<file path="src/rtl/bus_pack_fifo.sv">
// bus_pack_fifo: packs pairs of 64-bit writes into a 128-bit show-ahead FIFO.
// Define BUS_PACK_FLUSH_EN to add a flush input that pushes a lone pending half.
module bus_pack_fifo #(
   parameter int DEPTH = 8
) (
   input  logic         clk,
   input  logic         rst,
   input  logic [63:0]  write_data,
   input  logic         write_en,
   input  logic         read,
`ifdef BUS_PACK_FLUSH_EN
   input  logic         flush,
`endif
   output logic [127:0] read_data,
   output logic         fifo_full,
   output logic         fifo_half_full,
   output logic         fifo_empty,
   output logic         half_pending
);
   localparam int AW = $clog2(DEPTH);
   localparam logic [0:0] LOW  = 1'b0;
   localparam logic [0:0] HIGH = 1'b1;
   logic [127:0]  r_mem [DEPTH];
   logic [AW-1:0] r_wptr, r_rptr;
   logic [AW:0]   r_count;
   logic [0:0]    r_state;
   logic [63:0]   r_hold;
   logic          w_room, w_acc, w_pop, w_push, w_flush;
   logic [127:0]  w_entry;
   assign w_room  = !fifo_full || read;
   assign w_acc   = write_en && w_room;
   assign w_pop   = read && !fifo_empty;
`ifdef BUS_PACK_FLUSH_EN
   assign w_flush = flush && !write_en && w_room && r_state == HIGH;
`else
   assign w_flush = 1'b0;
`endif
   assign w_push  = (w_acc && r_state == HIGH) || w_flush;
   // A flushed entry carries zeros in the upper half.
   assign w_entry = {w_acc ? write_data : 64'h0, r_hold};
   assign fifo_full      = r_count == (AW+1)'(DEPTH);
   assign fifo_half_full = r_count >= (AW+1)'(DEPTH / 2);
   assign fifo_empty     = r_count == '0;
   assign half_pending   = r_state == HIGH;
   assign read_data      = fifo_empty ? '0 : r_mem[r_rptr];
   always_ff @(posedge clk)
      if (w_push) r_mem[r_wptr] <= w_entry;
   always_ff @(posedge clk or negedge rst)
      if (!rst) begin
         r_wptr  <= '0;
         r_rptr  <= '0;
         r_count <= '0;
         r_state <= LOW;
         r_hold  <= '0;
      end else begin
         if (w_push) r_wptr <= r_wptr + 1'b1;
         if (w_pop) r_rptr <= r_rptr + 1'b1;
         r_count <= r_count + (AW+1)'(w_push) - (AW+1)'(w_pop);
         if (w_acc && r_state == LOW) r_hold <= write_data;
         if (w_acc) r_state <= r_state == LOW ? HIGH : LOW;
         else if (w_flush) r_state <= LOW;
      end
endmodule

</file>
<file path="config.mk">
export PLATFORM = sky130hd
export DESIGN_NAME = bus_pack_fifo
export DESIGN_NICKNAME = d
export VERILOG_FILES = /design/src/rtl/bus_pack_fifo.sv
export SDC_FILE = /design/constraint.sdc
export NUM_CORES = 1
export LEC_CHECK = 0
export ABC_AREA = 1
export BUFFER_PORTS_ARGS = -buffer_cell sky130_fd_sc_hd__buf_2
export CAP_MARGIN = 40
export CORE_MARGIN = 1
export CORE_UTILIZATION = 35
export DETAILED_ROUTE_END_ITERATION = 12
export GPL_TIMING_DRIVEN = 0
export PLACE_DENSITY = 0.58
export SLEW_MARGIN = 20
export SYNTH_ARGS = -nofsm -noshare
export SYNTH_HDL_FRONTEND = slang
export SYNTH_SLANG_ARGS = --single-unit
</file>
<file path="constraint.sdc">
create_clock -name clk -period 9.7 [get_ports clk]
set_input_delay 0.97 -clock clk [delete_from_list [all_inputs] [get_ports clk]]
set_output_delay 0.97 -clock clk [all_outputs]
set_load 0.05 [all_outputs]
</file>
* Word level (Yosys, flattened, before mapping)
Memories as Yosys holds them, arrays and structs flattened.
Index checks and enable logic that the tools add are counted.
** Storage, ports and cells
- Register bits after elaboration :: 75
- Bits in writable memories :: 1024
- Bits of input ports :: 68
- Output and inout port bits :: 132
- Word-level logic and storage cells :: 26
- Memories kept :: 1
** Operators by class
- Add/sub/neg operators :: 4
- Order comparisons :: 1
- Equality and inequality tests :: 1
- Muxes and demuxes :: 5
- Bitwise logic cells :: 1
- Reduce and logical (&&, ||, !) cells :: 8
** Memories
- r_mem :: words 8, bits a word 128, read ports 1, clocked after memory_dff 0, write ports 1, line 23 : logic [127:0] r_mem [DEPTH];
** Operators with widths (count)
- two-way mux 128 bit :: 1
- two-way mux 64 bit :: 1
- adder 3 x 1 -> 3 bit, second input constant :: 2
- adder 4 x 1 -> 4 bit :: 1
- equality test 4 bit, second input constant :: 1
- greater-or-equal comparator 4 x 3 -> 1 bit, second input constant :: 1
- logical AND 1 bit :: 4
- logical NOT 4 bit :: 1
- subtractor 4 x 1 -> 4 bit :: 1
- two-way mux 1 bit :: 3
- logical NOT 1 bit :: 2
- logical OR 1 bit :: 1
- inverter 1 bit :: 1

* Longest topological paths before layout
- Depth in word-level cells :: 7
- Depth in mapped cells :: 11

* Worst setup path before layout
OpenSTA, ideal clock, no wires.
- Path type :: in2reg
- Start :: in read
- End :: mem r_mem[2][0] (enable)
- Arrival :: 6.852 ns
- Data required time :: 9.083 ns
- Setup slack :: 2.231 ns
- Cell stages on the path :: 5
- Cells stage by stage :: inv_1 nand4_2 buf_2 nand4_1 nor2_1
** On the way
- Longest elaborated chain between the ends :: 5
** Ends and longest elaborated chain
- start: declaration :: line 10 : input logic read,
- logical OR 1 bit :: line 30 : assign w_room = !fifo_full || read;
- logical AND 1 bit :: line 31 : assign w_acc = write_en && w_room;
- logical AND 1 bit :: line 38 : assign w_push = (w_acc && r_state == HIGH) || w_flush;
- two-way mux 1 bit :: line 47 : if (w_push) r_mem[r_wptr] <= w_entry;
- two-way mux 1 bit (not written as such) :: line 47
- end: declaration :: line 23
Every way passes these cells.

* Final worst setup path
- Start :: reg r_count[2]
- End :: out read_data[86]
** On the way
- Longest elaborated chain between the ends :: 2
** Ends and longest elaborated chain
- start: declaration :: line 25 : logic [AW:0] r_count;
- start signal: assignment :: line 58 : r_count <= r_count + (AW+1)'(w_push) - (AW+1)'(w_pop);
- logical NOT 4 bit :: line 43 : assign fifo_empty = r_count == '0;
- two-way mux 128 bit :: line 45 : assign read_data = fifo_empty ? '0 : r_mem[r_rptr];
- end: declaration :: line 14 : output logic [127:0] read_data,
Every way passes these cells.

==> impl_metrics.toml <==
[die]
die_h_um = 374
rows = 136
die-area_um2 = 140000
core_area_um2 = 137000
die_x_um = 374
start_util = 0.353
io_pins = 200

[placement]
io_buffer_count = 198
placed_area_um2 = 53400
place_congestion = 0.829
place_ws_ns = 5.48
dp_hpwl_um = 98800

[critical_path]
required_ns = 8.73
critPathTopFamily = "buffers and inverters"
cp_slowest_cell = "clkbuf_2"
path_buf_inv = 4
critPathMaxFanout = 10
worstSetupPathType = "reg -> out"
crit_path_frequent_cell = "buf_2"
end_kind = "output pin"
cp_slowest_stage_delay_ns = 0.59
worst_setup_path_start_kind = "register"
crit_chain = "inv_1, ha_1, nand3_1, clkbuf_2, buf_2, nand2_1, nor2_1, buf_2"
crit_arrival_ns = 3.46

[drt]
wl_per_cell_um = 19.9
drt_wl_total_um = 143000
dr_total_vias = 33747
dr.first_iter.drc_count = 2934
vias_per_cell = 4.69
route.detailed.drc = 0
postRouteAntennaNets = 0
drtPass1Iterations = 6

[synth]
ys_types = 23
synth_seq_cells = 1099
syn_area_per_cell_um2 = 9.81
yosysSeqAreaShare = 0.673
syn_area_um2 = 48500
syn_inst = 4943
syn_nets = 5020
synth-warning-count = 0

[timing]
slew_headroom = 0.448
setup_viol = 0
hold_viol_final = 0
finalMaxSlewViolations = 0
finClkSkew_ns = 0.0277
postLayoutSetupSlackWorst_ns = 5.27
rsz0062_at_grt = "false"
layout_min_cycle_time_ns = 4.43
fmax_ghz = 0.226
period_share = 0.456
tightest_slew_ns = 0.829
setup-tns-final_ns = 0

[global_routing]
grt_pass1_vias = 32567
grt_pass1_wl_um = 209000
gr-total-overflow = 0
grt_max_degree = 46
antenna_found_initial = 11
track_usage = 0.202

[power]
p_per_area_nw_per_um2 = 327
power.leakage_uw = 0.0263
p_int_uw = 10100
clkPwrFrac = 0.218
switching_share = 0.454
p_comb_frac = 0.441
peakVddDrop_v = 0.000277
power.switching_uw = 8460
pwr-share-seq = 0.341

[outcome]
status = "completed"

[cts]
clkLatencyLatePin_ns = 0.71
clk_path_buf_depth = 3
cts_root_buffer = "clkbuf_16"
cts_tree = "yes"
ctsHoldBuffers = 0
cts_setup_buffers = 0
cts_inserted_buffers = 104
clkSinkCount = 1099
htree_levels = 3
cts_resized = 0
clkSlewWorstSetupHoldPaths_ns = 0.06

[layout]
nets = 5391
design_area_um2 = 56800
area_delta_synth_final_pct = 17.2
drive_gt1_frac = 0.120
postLayoutCoreUtil = 0.413

[hold_path]
hold_path.class = "in -> async"

[run]
drv_cap = 0
-- power groups by stage --
stage / clock, uW / combinational [uW] / sequential (uW)
after floorplan: 0 / 5270 / 6350
after global placement: 0 / 7990 / 6550
after detailed placement: 0 / 8220 / 6430
after CTS: 4100 / 8250 / 6330
after global routing: 4270 / 8790 / 6400
final: 4060 / 8200 / 6350
-- cells by family after synthesis --
logic type | Yosys count | synth area share
simple gates | 2471 | 0.212
compound gates | 3 | 0.000310
flops | 1099 | 0.673
buf+inv | 1356 | 0.111
xor+xnor | 5 | 0.000904
fa+ha+maj | 9 | 0.00248
-- layout by cell type (no fill, tap or decap), types with 20 or more instances in the layout --
master and instances:
clkbuf_16 108, clkinv_2 24, nand2_1 1426, buf_12 20, nor2_1 321, clkbuf_1 47, edfxtp_1 1024, buf_16 45
inv_1 1104, dfrtp_1 75, nand4_1 67, buf_2 393, nand3_1 646
-- metal layers --
layer | vias to the layer above | track usage | part of all wire
met5 | - | 0 | 0
met4 | 0 | 0.0860 | 0.039
met3 | 237 | 0.0228 | 0.065
met2 | 1181 | 0.343 | 0.48
met1 | 16108 | 0.262 | 0.41
li1 | 16221 | - | -
-- cell type report --
type | count | area [um2]
fillers | 13036 | 80700
flip-flops and latches | 1099 | 32600
multi-input cells | 2488 | 10500
inverters | 1106 | 4150
clock buffers | 138 | 2910
repair buffers | 265 | 2660
well taps | 1794 | 2240
plain buffers | 250 | 1250
clock inverters | 56 | 472
diodes | 2 | 5.00
-- path summary, 6_finish.rpt --
| kind | startpoint | endpoint | slack (ns) | depth (start not counted) |
|---|---|---|---|---|
| setup / recovery | r_count[2]$_DFF_PN0_ | read_data[86] | 5.27 | 8 |
| hold / removal | rst | r_count[3]$_DFF_PN0_ | 0.24 | 1 |
| setup reg to reg | r_count[2]$_DFF_PN0_ | r_mem[1][99]$_DFFE_PP_ | 5.98 | 10 |
| hold reg to reg | r_count[0]$_DFF_PN0_ | r_count[0]$_DFF_PN0_ | 0.56 | 1 |
| max in group asynchronous | rst | r_hold[38]$_DFFE_PN0P_ | 8.82 | 2 |
| min in group clk | write_data[41] | r_hold[41]$_DFFE_PN0P_ | 0.54 | 3 |
-- through the flow --
| stage | total power, uW | instances | hold WS, ns |
|---|---|---|---|
| 2_1_floorplan | 11600 | 4943 | 0.501 |
| 3_3_place_gp | 14500 | 6935 | 0.538 |
| 3_5_place_dp | 14700 | 7001 | 0.540 |
| 4_1_cts | 18700 | 7195 | 0.216 |
| 5_1_grt | 19500 | 7196 | 0.253 |
| 6_report | 18600 | 7198 | 0.236 |
-- registers in the layout, summed over array words and instances, names as in the netlist --
name / cells
r_rptr: 3
r_hold: 64
r_mem: 1024
r_wptr: 3
r_count: 4
half_pending: 1
-- cells in the mapped netlist --
library cell	count	area [um2]
nand2_1	1426	5350
inv_1	1104	4140
edfxtp_1	1024	30700
nand3_1	646	3230
nor2_1	329	1230
buf_2	196	981
dfrtp_1	75	1880
nand4_1	67	419
clkbuf_1	28	105
buf_1	14	52.6
buf_4	8	60.1
ha_1	8	100
buf_6	4	45.0
xnor2_1	3	26.3
o21ai_0	2	10.0
xor2_1	2	17.5
a21oi_1	1	5.00
fa_1	1	20.0
inv_2	1	3.75
inv_4	1	6.26
nand3_2	1	10.0
nand4_2	1	12.5
nor3b_1	1	7.51
Power figures use the tool's default switching activity.
